## src/rtl/map_dlatch_core.sv

```systemverilog
// Discrete-latch bank register for single-register NES mappers.
// M2 synchronised write capture, PRG/CHR window decode and save-state port.
module map_dlatch_core #(
    parameter int PRG_BITS     = 4,
    parameter int CHR_BITS     = 4,
    parameter int CHR_LSB      = 4,
    parameter int MIR_BIT      = 8,
    parameter int PRG_MODE     = 0,
    parameter int CHR_MODE     = 0,
    parameter int BUS_CONFLICT = 0,
    localparam int CHR_AW      = (CHR_BITS + 13 > 16) ? CHR_BITS + 13 : 16
) (
    input  logic                  clk,
    input  logic                  map_rst,
    input  logic                  m2,
    input  logic [15:0]           cpu_addr,
    input  logic [7:0]            cpu_dat,
    input  logic                  cpu_rw,
    input  logic [7:0]            rom_dout,
    input  logic [13:0]           ppu_addr,
    input  logic                  ss_act,
    input  logic                  ss_we,
    input  logic [7:0]            ss_addr,
    input  logic [7:0]            ss_wdat,
    output logic [PRG_BITS+14:0]  prg_addr,
    output logic [CHR_AW-1:0]     chr_addr,
    output logic                  chr_ram_ce,
    output logic                  ciram_ce,
    output logic                  ciram_a10,
    output logic [7:0]            ss_rdat,
    output logic                  reg_upd
);

    localparam logic [5:0] PRG_MASK = 6'((1 << PRG_BITS) - 1);
    localparam logic [3:0] CHR_MASK = 4'((1 << CHR_BITS) - 1);

    logic       m2_s1, m2_s2, m2_f, armed;
    logic [1:0] vld;
    logic       cap_a15, cap_rw;
    logic [7:0] cap_dat, cap_rom;
    logic [5:0] prg_r;
    logic [3:0] chr_r;
    logic       mir_r;

    logic       m2_lo, m2_hi, m2_fall, cpu_wr, ss_wr;
    logic [7:0] d;
    logic [5:0] prg_new;
    logic [3:0] chr_new;
    logic       mir_new;

    // Filtered level: a fall needs two consecutive low samples, a rise
    // needs two highs, and a rise only counts after a low has been seen.
    assign m2_lo   = vld[1] & ~m2_s1 & ~m2_s2;
    assign m2_hi   = vld[1] & m2_s1 & m2_s2;
    assign m2_fall = m2_f & m2_lo;
    assign cpu_wr  = m2_fall & cap_a15 & ~cap_rw & ~ss_act;
    assign ss_wr   = ss_act & ss_we & (ss_addr == 8'd0 || ss_addr == 8'd1);

    assign d       = (BUS_CONFLICT != 0) ? (cap_dat & cap_rom) : cap_dat;
    assign prg_new = 6'(d & 8'(PRG_MASK));
    assign chr_new = 4'((d >> CHR_LSB) & 8'(CHR_MASK));
    assign mir_new = 1'((d >> MIR_BIT) & 8'h01);

    always_ff @(posedge clk) begin
        if (map_rst) begin
            m2_s1   <= 1'b0;
            m2_s2   <= 1'b0;
            m2_f    <= 1'b0;
            armed   <= 1'b0;
            vld     <= 2'b00;
            cap_a15 <= 1'b0;
            cap_rw  <= 1'b1;
            cap_dat <= 8'h00;
            cap_rom <= 8'h00;
            prg_r   <= 6'h00;
            chr_r   <= 4'h0;
            mir_r   <= 1'b0;
            reg_upd <= 1'b0;
            ss_rdat <= 8'hFF;
        end else begin
            m2_s1   <= m2;
            m2_s2   <= m2_s1;
            vld     <= {vld[0], 1'b1};
            reg_upd <= cpu_wr | ss_wr;
            if (m2_lo)
                armed <= 1'b1;
            if (m2_hi && armed)
                m2_f <= 1'b1;
            else if (m2_lo)
                m2_f <= 1'b0;
            if (m2_s2 && armed) begin
                cap_a15 <= cpu_addr[15];
                cap_rw  <= cpu_rw;
                cap_dat <= cpu_dat;
                cap_rom <= rom_dout;
            end
            if (ss_wr) begin
                if (!ss_addr[0]) begin
                    chr_r        <= ss_wdat[7:4] & CHR_MASK;
                    prg_r[3:0]   <= ss_wdat[3:0] & PRG_MASK[3:0];
                end else begin
                    mir_r        <= ss_wdat[3];
                    prg_r[5:4]   <= ss_wdat[1:0] & PRG_MASK[5:4];
                end
            end else if (cpu_wr) begin
                prg_r <= prg_new;
                chr_r <= chr_new;
                if (MIR_BIT < 8)
                    mir_r <= mir_new;
            end
            if (!ss_act)
                ss_rdat <= 8'hFF;
            else if (ss_addr == 8'd0)
                ss_rdat <= {chr_r, prg_r[3:0]};
            else if (ss_addr == 8'd1)
                ss_rdat <= {4'h0, mir_r, 1'b0, prg_r[5:4]};
            else
                ss_rdat <= 8'hFF;
        end
    end

    logic [20:0] prg_full;
    logic [5:0]  prg_bank;

    always_comb begin
        prg_bank = cpu_addr[14] ? PRG_MASK : prg_r;
        if (PRG_MODE == 0)
            prg_full = {prg_r, cpu_addr[14:0]};
        else
            prg_full = {1'b0, prg_bank, cpu_addr[13:0]};
    end

    assign prg_addr = prg_full[PRG_BITS+14:0];

    logic [16:0] chr_full;
    logic [1:0]  ram_sel;
    logic        nt_ciram, pt_rom;

    assign nt_ciram = ppu_addr[13] & ppu_addr[11];
    assign pt_rom   = ~ppu_addr[13] & (ppu_addr[12:11] == 2'b00);
    assign ram_sel  = ppu_addr[13] ? 2'b00 : ppu_addr[12:11];

    always_comb begin
        chr_full   = {chr_r, ppu_addr[12:0]};
        chr_ram_ce = 1'b0;
        ciram_ce   = ~ppu_addr[13];
        if (CHR_MODE != 0) begin
            unique case (1'b1)
                nt_ciram: begin
                    chr_full = {6'h10, ppu_addr[10:0]};
                    ciram_ce = 1'b0;
                end
                pt_rom: begin
                    chr_full = {2'b00, chr_r, ppu_addr[10:0]};
                    ciram_ce = 1'b1;
                end
                default: begin
                    chr_full   = {4'b0100, ram_sel, ppu_addr[10:0]};
                    chr_ram_ce = 1'b1;
                    ciram_ce   = 1'b1;
                end
            endcase
        end
    end

    assign chr_addr  = chr_full[CHR_AW-1:0];
    assign ciram_a10 = (MIR_BIT < 8) ? mir_r : ppu_addr[10];

endmodule

```

## config.mk

```make
export PLATFORM = sky130hd
export DESIGN_NAME = map_dlatch_core
export DESIGN_NICKNAME = d
export VERILOG_FILES = /design/src/rtl/map_dlatch_core.sv
export SDC_FILE = /design/constraint.sdc
export NUM_CORES = 1
export LEC_CHECK = 0
export BUFFER_PORTS_ARGS = -buffer_cell sky130_fd_sc_hd__buf_2
export CORE_MARGIN = 5
export CORE_UTILIZATION = 43
export DETAILED_ROUTE_END_ITERATION = 10
export PLACE_DENSITY = 0.85
export SLEW_MARGIN = 20
export SYNTH_ARGS = -nofsm -noshare
export SYNTH_HDL_FRONTEND = slang
export SYNTH_SLANG_ARGS = --single-unit
```

## constraint.sdc

```tcl
create_clock -name clk -period 2.5 [get_ports clk]
set_input_delay 0.5 -clock clk [delete_from_list [all_inputs] [get_ports clk]]
set_output_delay 0.5 -clock clk [all_outputs]
set_load 0.03 [all_outputs]
```

Yosys cells after proc, flatten, opt, wreduce, memory -nomap -nowiden --
Index checks and enable logic that the tools add are counted.
Storage, ports and cells: flip-flop bits (word level) 36, input bits 68, logic and storage cells 56, output and inout bits 48
Cells by class: reduce and logical (&&, ||, !) cells 10, multiplexer cells 12, bitwise logic cells 16, eq/ne operators 3
Operator list (number):
- 4-bit 2-to-1 mux | 4
- 8-bit 2-to-1 mux | 2
- 6-bit 2-to-1 mux | 2
- 1-bit AND | 10
- 8-bit by 1-bit == test with 1-bit output (second input constant) | 1
- 8-bit logical NOT | 1
- 2-bit AND reduction | 3
- 1-bit NOT | 5
- 2-bit != test (second input constant) | 2
- 2-bit nonzero test | 2
- 1-bit 2-to-1 mux | 3
- 1-bit logical AND | 2
- 2-bit 2-to-1 mux | 1
- 2-bit OR reduction | 1
- 1-bit logical OR | 1
- 1-bit bitwise OR | 1

Longest topological paths before layout --
Gate-level depths: netlist (run 1).
depth in word-level cells 9, depth in mapped cells 5, gate-level depth less buffers 4

Worst setup path before layout (run 1) --
OpenSTA, ideal clock, no wires.
path kind input port to flip-flop, start input ss_addr[4], end register prg_r[3], required time 2.366 ns, path buffers 0, setup time 0.134 ns, arrival time 1.727 ns, path slack 0.639 ns, cell stages on the path 4, cells stage by stage or4_4 -> nor4_4 -> a21o_4 -> o22ai_1
Between the ends: cells in the longest elaborated chain, start to end 5
RTL lines:
- start: declaration | RTL line 23 | input logic [7:0] ss_addr,
- 8-bit by 1-bit == test with 1-bit output / 8-bit logical NOT (equally long branches) | RTL line 57 | assign ss_wr = ss_act & ss_we & (ss_addr == 8'd0 || ss_addr == 8'd1);
- 1-bit logical OR * | RTL line 57
- 1-bit AND * | RTL line 57
- 2-bit != test (no source line) / 2-bit nonzero test (equally long branches)
- 2-bit AND reduction (no source line)
- end signal: assignment | RTL line 100 | prg_r[3:0] <= ss_wdat[3:0] & PRG_MASK[3:0];
- end signal: assignment | RTL line 106 | prg_r <= prg_new;
- end: declaration | RTL line 41 | logic [5:0] prg_r;
Mark *: on every way between the ends. The rest lies on a longest branch, timed or not. A chain may end at the register's enable or synchronous reset.

Final worst setup path (run 1) --
Ends and elaborated chain as after synthesis.

==> insert_results.sql, run 1 <==
INSERT INTO impl_metrics (metric_group, metric, value, unit) VALUES
('layout', 'finalInstanceArea', '0.00171', 'mm^2'),
('clock_network', 'cts_max_level', '2', ''),
('clock_network', 'cts_inserted_buffers', '5', ''),
('worst_hold_path', 'worst_min_path_class', 'in2reg', ''),
('drt', 'initialDrtViolationCount', '25', ''),
('run', 'max_capacitance_violation_count', '0', ''),
('drt', 'detail_route.vias_per_cell', '4.92', ''),
('floorplan', 'io_pins', '116', ''),
('synthesis', 'synthesis.area_per_instance', '8.57', 'um^2'),
('timing', 'max_slew_margin', '66.3', '%'),
('layout', 'final_net_count', '268', ''),
('worst_setup_path', 'critPathCaptureType', 'flip-flop', ''),
('timing', 'final_period_minus_worst_setup_slack', '1730', 'ps'),
('drt', 'route.detailed.wl_per_inst', '12.6', 'um'),
('worst_setup_path', 'crit_fanout', '8', ''),
('global_routing', 'number_of_global_route_vias_before_repair', '1134', ''),
('synthesis', 'synthesis.instances', '180', ''),
('floorplan', 'row_count', '21', ''),
('worst_hold_path', 'hold_depth', '2', ''),
('clock_network', 'clock_latency', '340', 'ps'),
('global_routing', 'grt_pass1_wl', '5060', 'um'),
('timing', 'report.final.setup_viol', '0', ''),
('clock_network', 'tritoncts', 'yes', ''),
('clock_network', 'cts.reportedPaths.clkPinSlew', '100', 'ps'),
('place', 'place_congestion', '0.837', ''),
('layout', 'postLayoutCoreUtil', '50.0', '%'),
('timing', 'unrepaired_setup_endpoints_after_global_routing', 'false', ''),
('global_routing', 'globalRoute.totalOverflow', '0', ''),
('clock_network', 'clock_sinks', '34', ''),
('timing', 'setup_total_negative_slack', '0', 'ps'),
('layout', 'antenna_cells', '0', ''),
('drt', 'route.vias.total', '1215', ''),
('clock_network', 'ctsResizeCount', '0', ''),
('drt', 'detailedRoute.firstPassIterationCount', '4', ''),
('clock_network', 'cts.repair_timing.setup_buffer_count', '0', ''),
('worst_setup_path', 'critical_path_required', '2720', 'ps'),
('place', 'placed_cells_incl_taps', '239', ''),
('synthesis', 'synth_seq_cells', '34', ''),
('synthesis', 'synth_largest_area_cell', 'dfxtp_1', ''),
('floorplan', 'initial_core_utilization', '45.2', '%'),
('worst_setup_path', 'rr_startpoint', 'm2_s2', ''),
('global_routing', 'number_of_antenna_violations_at_the_first_check_in_global_routing', '0', ''),
('drt', 'drc_errors', '0', ''),
('worst_setup_path', 'worstSetupStartpointType', 'input pin', ''),
('synthesis', 'ys.warnings.count', '0', ''),
('global_routing', 'overall_routing_resource_usage', '13.2', '%'),
('layout', 'layout_stage_area_growth_over_the_synthesis_result', '10.8', '%'),
('clock_network', 'ctsRootBufferMaster', 'clkbuf_4', ''),
('clock_network', 'cts_hold_repair.buffers', '0', ''),
('layout', 'final-instance-count-excl-fill', '247', ''),
('synthesis', 'mappedNetlistArea', '0.00154', 'mm^2'),
('pwr', 'max-vdd-ir-drop', '363', 'uV'),
('pwr', 'fin_total_pwr', '1.13', 'mW'),
('worst_hold_path', 'timing.hold.worst_endpoint', 'm2_s1', ''),
('worst_setup_path', 'crit_arrival', '1950', 'ps'),
('floorplan', 'total_die_area', '0.00489', 'mm^2'),
('synthesis', 'yosysUniqueCellTypes', '28', ''),
('floorplan', 'floorplan.die.height', '69.9', 'um'),
('layout', 'sequential_cell_area', '681', 'um^2'),
('place', 'port-buffer-count', '49', ''),
('layout', 'final_layout_size_suffix_gt1_share', '32.8', '%'),
('timing', 'finClkSkew', '10.3', 'ps'),
('pwr', 'power.static_leakage', '0.677', 'nW'),
('outcome', 'outcome', 'finished clean', ''),
('worst_setup_path', 'ff2ff_setup_slack', '1040', 'ps'),
('timing', 'drv_slew', '0', ''),
('layout', 'multiInputGateArea', '566', 'um^2'),
('timing', 'final_min_period_over_clock_period', '69.3', '%'),
('global_routing', 'grt_max_degree', '27', ''),
('synthesis', 'postSynthNetCount', '248', ''),
('floorplan', 'die_width', '69.9', 'um');
flip-flops by register name, summed over array words and instances, names as in the netlist, 2 cells and up:
| signal | count |
|---|---|
| cap_dat | 8 |
| chr_r | 4 |
| prg_r | 4 |
| ss_rdat | 8 |
| vld | 2 |
synth_stat cells (all sizes together):
cell,count
dfxtp,34
buf,30
nand2,30
a21oi,12
inv,12
o21ai,9
o22ai,8
a32oi,7
nor2,7
clkbuf,6
nor2b,6
nand3,4
nor3,2
a21o,1
and2,1
and3,1
and4,1
clkinv,1
conb,1
nand3b,1
nor3b,1
nor4,1
o41ai,1
or3,1
or4,1
or4b,1
layout make-up:
| cell class | count | share of cell area (%) |
|---|---|---|
| flip-flops and latches | 34 | 39.8 |
| multi-input cells | 97 | 33.1 |
| repair buffers | 49 | 14.3 |
| clock inverters | 2 | 3.51 |
| well taps | 46 | 3.37 |
| clock buffers | 6 | 3.00 |
| inverters | 13 | 2.86 |
critical path, stage by stage:
cell	delay, ps
buf_2	100
or4_4	580
nor4_4	440
a21o_4	250
o22ai_1	90
power by group:
| group | total, mW | internal, mW | switching, mW |
|---|---|---|---|
| clock | 0.517 | 0.339 | 0.178 |
| sequential | 0.551 | 0.548 | 0.00359 |
| combinational | 0.0629 | 0.0261 | 0.0368 |
layout by cell type (no fill, tap or decap), drive strengths merged:
cell | Yosys | layout
a21o | 1 | 1
a21oi | 12 | 12
a32oi | 7 | 7
and2 | 1 | 1
and3 | 1 | 1
and4 | 1 | 1
buf | 30 | 49
bufinv | 0 | 2
clkbuf | 6 | 6
clkinv | 1 | 1
conb | 1 | 1
dfxtp | 34 | 34
inv | 12 | 12
nand2 | 30 | 30
nand3 | 4 | 4
nand3b | 1 | 1
nor2 | 7 | 7
nor2b | 6 | 6
nor3 | 2 | 2
nor3b | 1 | 1
nor4 | 1 | 1
o21ai | 9 | 9
o22ai | 8 | 8
o41ai | 1 | 1
or3 | 1 | 1
or4 | 1 | 1
or4b | 1 | 1
worst max path at each step:
stage                     startpoint  endpoint  slack (ps)  depth (start not counted)
after floorplan           ss_addr[4]  prg_r[3]         640                          4
after global placement    ss_addr[4]  prg_r[3]         410                          5
after CTS                 ss_addr[4]  prg_r[3]         770                          5
final                     ss_addr[4]  prg_r[3]         770                          5
after global routing      ss_addr[4]  prg_r[2]         690                          5
after detailed placement  ss_addr[4]  prg_r[3]         400                          5
logic make-up (layout without fill, tap and decap cells):
group                  Yosys count  count (layout)  share of synthesized area, %
buffers and inverters           49              70                          19.2
and+or+nand+nor                 58              58                          19.2
AOI/OAI and AO/OA               38              38                          17.2
DFF                             34              34                          44.1
other                            1               1                         0.243
per-stage QoR:
stage          setup slack, ps  hold WS, ps
2_1_floorplan              639          414
3_3_place_gp               413          419
3_5_place_dp               397          449
4_1_cts                    772          355
5_1_grt                    687          369
6_report                   768          370
per-layer routing:
layer  wire length, um  GRT usage, %
met4                82          8.72
met5                 0             0
met2              1430          19.5
met1              1310          15.6
met3               284          5.31
Power figures use the tool's default switching activity.
==> run 2, diff against run 1 <==
--- a/config.mk
+++ b/config.mk
@@ -7,9 +7,9 @@
 export LEC_CHECK = 0
 export BUFFER_PORTS_ARGS = -buffer_cell sky130_fd_sc_hd__buf_2
 export CORE_MARGIN = 5
-export CORE_UTILIZATION = 43
+export CORE_UTILIZATION = 40
 export DETAILED_ROUTE_END_ITERATION = 10
-export PLACE_DENSITY = 0.85
+export PLACE_DENSITY = 0.8
 export SLEW_MARGIN = 20
 export SYNTH_ARGS = -nofsm -noshare
 export SYNTH_HDL_FRONTEND = slang
==> constraint.sdc (replaced) <==
create_clock -name clk -period 1.7 [get_ports clk]
set_input_delay 0.34 -clock clk [delete_from_list [all_inputs] [get_ports clk]]
set_output_delay 0.34 -clock clk [all_outputs]
set_load 0.03 [all_outputs]
==> insert_results.sql, run 2 (synthesis results as in run 1) <==
INSERT INTO impl_metrics (metric_group, metric, value, unit) VALUES
('timing', 'drv_slew', '0', ''),
('drt', 'detail_route.vias_per_cell', '4.90', ''),
('place', 'placed_cells_incl_taps', '246', ''),
('clock_network', 'cts_inserted_buffers', '5', ''),
('timing', 'max_clock_freq', '0.680', 'GHz'),
('timing', 'report.final.setup_viol', '0', ''),
('worst_setup_path', 'critical_path_required', '1870', 'ps'),
('layout', 'top_regs', 'cap_dat x8, ss_rdat x8', ''),
('clock_network', 'ctsRootBufferMaster', 'clkbuf_8', ''),
('layout', 'multiInputGateArea', '566', 'um^2'),
('timing', 'setup_total_negative_slack', '0', 'ps'),
('global_routing', 'number_of_global_route_vias_before_repair', '1217', ''),
('timing', 'setup_ws', '230', 'ps'),
('layout', 'final-instance-count-excl-fill', '254', ''),
('floorplan', 'floorplan.die.height', '72.1', 'um'),
('place', 'port-buffer-count', '49', ''),
('clock_network', 'cts.reportedPaths.clkPinSlew', '70', 'ps'),
('clock_network', 'cts.repair_timing.setup_buffer_count', '0', ''),
('clock_network', 'cts_max_level', '2', ''),
('clock_network', 'tritoncts', 'yes', ''),
('clock_network', 'clock_path_buffers', '2', ''),
('pwr', 'power.static_leakage', '0.691', 'nW'),
('floorplan', 'row_count', '22', ''),
('clock_network', 'clock_sinks', '34', ''),
('timing', 'finClkSkew', '6.64', 'ps'),
('worst_setup_path', 'crit_fanout', '10', ''),
('pwr', 'max-vdd-ir-drop', '417', 'uV'),
('layout', 'layout_common_cells', 'buf_2, dfxtp_1, nand2_1, inv_1, a21oi_1', ''),
('drt', 'drt-total-wl', '3450', 'um'),
('drt', 'route.detailed.wl_per_inst', '13.6', 'um'),
('worst_setup_path', 'critical-path-slowest-cell', 'and4_1', ''),
('outcome', 'outcome', 'finished clean', ''),
('layout', 'sequential_cell_area', '681', 'um^2'),
('pwr', 'power-per-cell-area', '880', 'mW/mm^2'),
('timing', 'final_min_period_over_clock_period', '86.5', '%'),
('global_routing', 'grt_max_degree', '16', ''),
('floorplan', 'placeable_area', '0.00369', 'mm^2'),
('place', 'detailedPlacementHpwl', '2590', 'um'),
('layout', 'layout_stage_area_growth_over_the_synthesis_result', '12.3', '%'),
('clock_network', 'clock_latency', '290', 'ps'),
('layout', 'mostFrequentLayoutCell', 'buf_2', ''),
('worst_setup_path', 'cp_cell_sequence', 'nor3b_1, and4_1, a21o_4, o22ai_1', ''),
('layout', 'antenna_cells', '0', ''),
('run', 'max_capacitance_violation_count', '0', ''),
('global_routing', 'overall_routing_resource_usage', '14.1', '%'),
('layout', 'final_layout_size_suffix_gt1_share', '34.5', '%'),
('worst_setup_path', 'worst_path_max_stage_delay', '470', 'ps'),
('drt', 'initialDrtViolationCount', '60', ''),
('clock_network', 'ctsResizeCount', '0', ''),
('timing', 'final_period_minus_worst_setup_slack', '1470', 'ps'),
('worst_hold_path', 'worst_min_path_class', 'in2reg', ''),
('worst_setup_path', 'worstSetupStartpointType', 'flip-flop', ''),
('clock_network', 'cts_hold_repair.buffers', '0', ''),
('floorplan', 'io_pins', '116', ''),
('worst_setup_path', 'critPathCaptureType', 'flip-flop', ''),
('layout', 'nFillCells', '382', ''),
('place', 'place_congestion', '0.782', ''),
('drt', 'route.vias.total', '1245', ''),
('drt', 'detailedRoute.firstPassIterationCount', '4', ''),
('global_routing', 'grt_pass1_wl', '5600', 'um'),
('layout', 'postLayoutCoreUtil', '47.0', '%'),
('timing', 'unrepaired_setup_endpoints_after_global_routing', 'false', ''),
('worst_setup_path', 'timing.setup.critical_path_class', 'reg2reg', ''),
('floorplan', 'die_width', '72.1', 'um'),
('floorplan', 'total_die_area', '0.00520', 'mm^2'),
('worst_setup_path', 'crit_arrival', '1640', 'ps'),
('layout', 'final_net_count', '273', ''),
('drt', 'ant_nets', '0', ''),
('drt', 'drc_errors', '0', ''),
('place', 'detailedPlace.worstSlack', '-40.3', 'ps'),
('global_routing', 'globalRoute.totalOverflow', '0', ''),
('timing', 'final_hold_viol_count', '0', ''),
('global_routing', 'number_of_antenna_violations_at_the_first_check_in_global_routing', '0', ''),
('floorplan', 'initial_core_utilization', '41.8', '%');
run 2: cell types whose count changed in the layout (fill, tap and decap cells not counted):
cell,before,now
buf_4,0,5
clkbuf_4,5,0
bufinv_16,2,0
clkbuf_8,1,6
clkinvlp_4,0,1
clkinv_2,0,1
run 2: area by class of cell:
cell class                 instances  share of cell area, %
multi-input combinational         97                   32.6
timing repair buffer              54                   16.3
clock inverter                     2                  0.722
clock buffer                       6                   4.77
sequential                        34                   39.3
inverter                          13                   2.82
tap                               48                   3.47
run 2: report_power, final:
group          total [mW]  internal, mW  leakage, nW  switching [mW]
registers           0.811         0.806        0.276         0.00559
clock network       0.617         0.325       0.0472           0.292
logic              0.0969        0.0408        0.368          0.0560
run 2: final timing paths:
| path | cells after the start | slack, ps | endpoint | from |
|---|---|---|---|---|
| worst max-delay path | 4 | 230 | prg_r[3] | vld[1] |
| worst min-delay path | 2 | 270 | m2_s1 | m2 |
| worst min register to register | 1 | 440 | vld[1] | vld[0] |
| worst max register to register | 4 | 230 | prg_r[3] | vld[1] |
run 2: worst max-delay path: cells and delay by family, from the launching register on:
kind	cells	cell delay, ps
simple gates	2	710
flops	1	350
compound gates	2	290
run 2: per-stage QoR:
stage / hold slack [ps] / power, mW / instance area, um^2
after floorplan: 414 / 1.00 / 1540
after global placement: 420 / 0.923 / 1640
after detailed placement: 431 / 0.926 / 1640
final: 270 / 1.53 / 1730
after global routing: 279 / 1.58 / 1730
after CTS: 259 / 1.54 / 1730
run 2: layer usage:
metal | routed length [um] | up-vias | global-route usage (%)
met2 | 1530 | 60 | 20.5
li1 | - | 622 | -
met1 | 1460 | 551 | 17.2
met4 | 108 | 0 | 8.98
met3 | 355 | 12 | 5.82
met5 | 0 | - | 0
==> run 3, diff against run 2 <==
--- a/config.mk
+++ b/config.mk
@@ -10,6 +10,7 @@
 export CORE_UTILIZATION = 40
 export DETAILED_ROUTE_END_ITERATION = 10
 export PLACE_DENSITY = 0.8
+export RECOVER_POWER = 50
 export SLEW_MARGIN = 20
 export SYNTH_ARGS = -nofsm -noshare
 export SYNTH_HDL_FRONTEND = slang
==> insert_results.sql, run 3 (synthesis results as in run 1) <==
INSERT INTO impl_metrics (metric_group, metric, value, unit) VALUES
('timing', 'setup_total_negative_slack', '0', 'ps'),
('layout', 'layout_common_cells', 'buf_2, dfxtp_1, nand2_1, inv_1, a21oi_1', ''),
('place', 'port-buffer-count', '49', ''),
('drt', 'drc_errors', '0', ''),
('worst_setup_path', 'path_buf_inv', '0', ''),
('clock_network', 'cts_inserted_buffers', '5', ''),
('worst_hold_path', 'worst_min_path_class', 'in2reg', ''),
('global_routing', 'globalRoute.totalOverflow', '0', ''),
('worst_setup_path', 'critical_path_required', '1850', 'ps'),
('global_routing', 'number_of_global_route_vias_before_repair', '1217', ''),
('layout', 'nFillCells', '386', ''),
('worst_setup_path', 'cp_cell_sequence', 'nor3b_1, and4_1, a21o_4, o22ai_1', ''),
('timing', 'unrepaired_setup_endpoints_after_global_routing', 'false', ''),
('global_routing', 'number_of_antenna_violations_at_the_first_check_in_global_routing', '0', ''),
('run', 'max_capacitance_violation_count', '0', ''),
('drt', 'detail_route.vias_per_cell', '4.94', ''),
('timing', 'final_hold_viol_count', '0', ''),
('timing', 'worstMarginPinSlew', '674', 'ps'),
('global_routing', 'overall_routing_resource_usage', '14.1', '%'),
('layout', 'top_regs', 'cap_dat x8, ss_rdat x8', ''),
('floorplan', 'io_pins', '116', ''),
('timing', 'max_clock_freq', '0.665', 'GHz'),
('worst_setup_path', 'worstSetupStartpointType', 'flip-flop', ''),
('worst_setup_path', 'critical-path-slowest-cell', 'and4_1', ''),
('floorplan', 'row_count', '22', ''),
('clock_network', 'tritoncts', 'yes', ''),
('clock_network', 'cts.reportedPaths.clkPinSlew', '70', 'ps'),
('worst_hold_path', 'hold_depth', '2', ''),
('floorplan', 'initial_core_utilization', '41.8', '%'),
('layout', 'mostFrequentLayoutCell', 'buf_2', ''),
('worst_setup_path', 'r2r_cells', '4', ''),
('worst_hold_path', 'timing.hold.worst.start', 'm2', ''),
('floorplan', 'floorplan.die.height', '72.1', 'um'),
('floorplan', 'die_width', '72.1', 'um'),
('drt', 'route.detailed.wl_per_inst', '13.6', 'um'),
('worst_setup_path', 'critical-path-top-delay-family', 'simple AND/OR/NAND/NOR gates', ''),
('place', 'place_congestion', '0.782', ''),
('drt', 'ant_nets', '0', ''),
('drt', 'detailedRoute.firstPassIterationCount', '5', ''),
('clock_network', 'cts_hold_repair.buffers', '0', ''),
('layout', 'antenna_cells', '0', ''),
('worst_setup_path', 'ff2ff_setup_slack', '200', 'ps'),
('worst_hold_path', 'timing.hold.worst_endpoint', 'm2_s1', ''),
('floorplan', 'total_die_area', '0.00520', 'mm^2'),
('outcome', 'outcome', 'finished clean', ''),
('worst_setup_path', 'critPathCaptureType', 'flip-flop', ''),
('clock_network', 'ctsResizeCount', '0', ''),
('timing', 'finClkSkew', '6.01', 'ps'),
('worst_setup_path', 'timing.setup.critical_path_class', 'reg2reg', ''),
('timing', 'report.final.setup_viol', '0', ''),
('layout', 'final_net_count', '273', ''),
('clock_network', 'cts_max_level', '2', ''),
('drt', 'drt-total-wl', '3460', 'um'),
('timing', 'max_slew_margin', '55.1', '%'),
('clock_network', 'clock_path_buffers', '2', ''),
('clock_network', 'clock_sinks', '34', ''),
('timing', 'final_min_period_over_clock_period', '88.5', '%'),
('drt', 'initialDrtViolationCount', '48', ''),
('floorplan', 'placeable_area', '0.00369', 'mm^2'),
('layout', 'final_layout_size_suffix_gt1_share', '33.0', '%'),
('worst_setup_path', 'worst_path_max_stage_delay', '470', 'ps'),
('pwr', 'power.static_leakage', '0.682', 'nW'),
('worst_setup_path', 'crit-reg2reg-capture', 'prg_r[3]', ''),
('timing', 'final_period_minus_worst_setup_slack', '1500', 'ps'),
('layout', 'final-instance-count-excl-fill', '254', ''),
('place', 'detailedPlacementHpwl', '2590', 'um'),
('global_routing', 'grt_max_degree', '16', ''),
('clock_network', 'clock_latency', '290', 'ps'),
('place', 'placed_cells_incl_taps', '246', ''),
('worst_setup_path', 'rr_startpoint', 'vld[1]', ''),
('pwr', 'max-vdd-ir-drop', '415', 'uV'),
('layout', 'layout_stage_area_growth_over_the_synthesis_result', '11.9', '%'),
('clock_network', 'cts.repair_timing.setup_buffer_count', '0', ''),
('drt', 'route.vias.total', '1255', ''),
('worst_setup_path', 'crit_arrival', '1650', 'ps'),
('global_routing', 'grt_pass1_wl', '5600', 'um'),
('pwr', 'power-per-cell-area', '882', 'mW/mm^2'),
('clock_network', 'ctsRootBufferMaster', 'clkbuf_8', ''),
('worst_setup_path', 'crit_fanout', '10', ''),
('timing', 'drv_slew', '0', '');
run 3: worst max-delay path by stage:
stage,from,to,slack (ps),depth (start not counted)
after global placement,ss_addr[4],prg_r[3],-7,6
final,vld[1],prg_r[3],200,4
after detailed placement,ss_addr[4],prg_r[3],-40,6
after CTS,vld[1],prg_r[3],250,4
after floorplan,ss_addr[4],prg_r[3],80,4
after global routing,m2_s2,prg_r[3],60,4
run 3: per-stage QoR:
| stage | worst slack [ps] | utilization [%] | instance area (um^2) | power (mW) | hold WS [ps] |
|---|---|---|---|---|---|
| 2_1_floorplan | 76.4 | - | 1540 | 1.00 | 414 |
| 3_3_place_gp | -6.98 | 44.4 | 1640 | 0.923 | 420 |
| 5_1_grt | 61.5 | 46.8 | 1730 | 1.58 | 279 |
| 4_1_cts | 245 | 47.0 | 1730 | 1.54 | 259 |
| 6_report | 196 | 46.8 | 1730 | 1.52 | 271 |
| 3_5_place_dp | -40.3 | 44.4 | 1640 | 0.926 | 431 |
run 3: layer usage:
metal	share of wire [%]	vias up	global-route usage, %	wire length [um]
li1	-	625	-	-
met1	42	559	17.2	1460
met2	45	61	20.5	1540
met3	10	10	5.82	359
met4	2.9	0	8.98	100
met5	0	-	0	0
run 3: area by class of cell:
class	count	area, um^2	area share (%)
flip-flops and latches	34	681	39.4
multi-input cells	97	566	32.8
repair buffers	54	277	16.0
clock buffers	6	82.6	4.78
well taps	48	60.1	3.48
inverters	13	48.8	2.83
clock inverters	2	12.5	0.725
run 3: power by group:
group / internal [mW] / switching [mW]
combinational: 0.0391 / 0.0562
clock: 0.325 / 0.291
sequential: 0.806 / 0.00559
total: 1.17 / 0.353
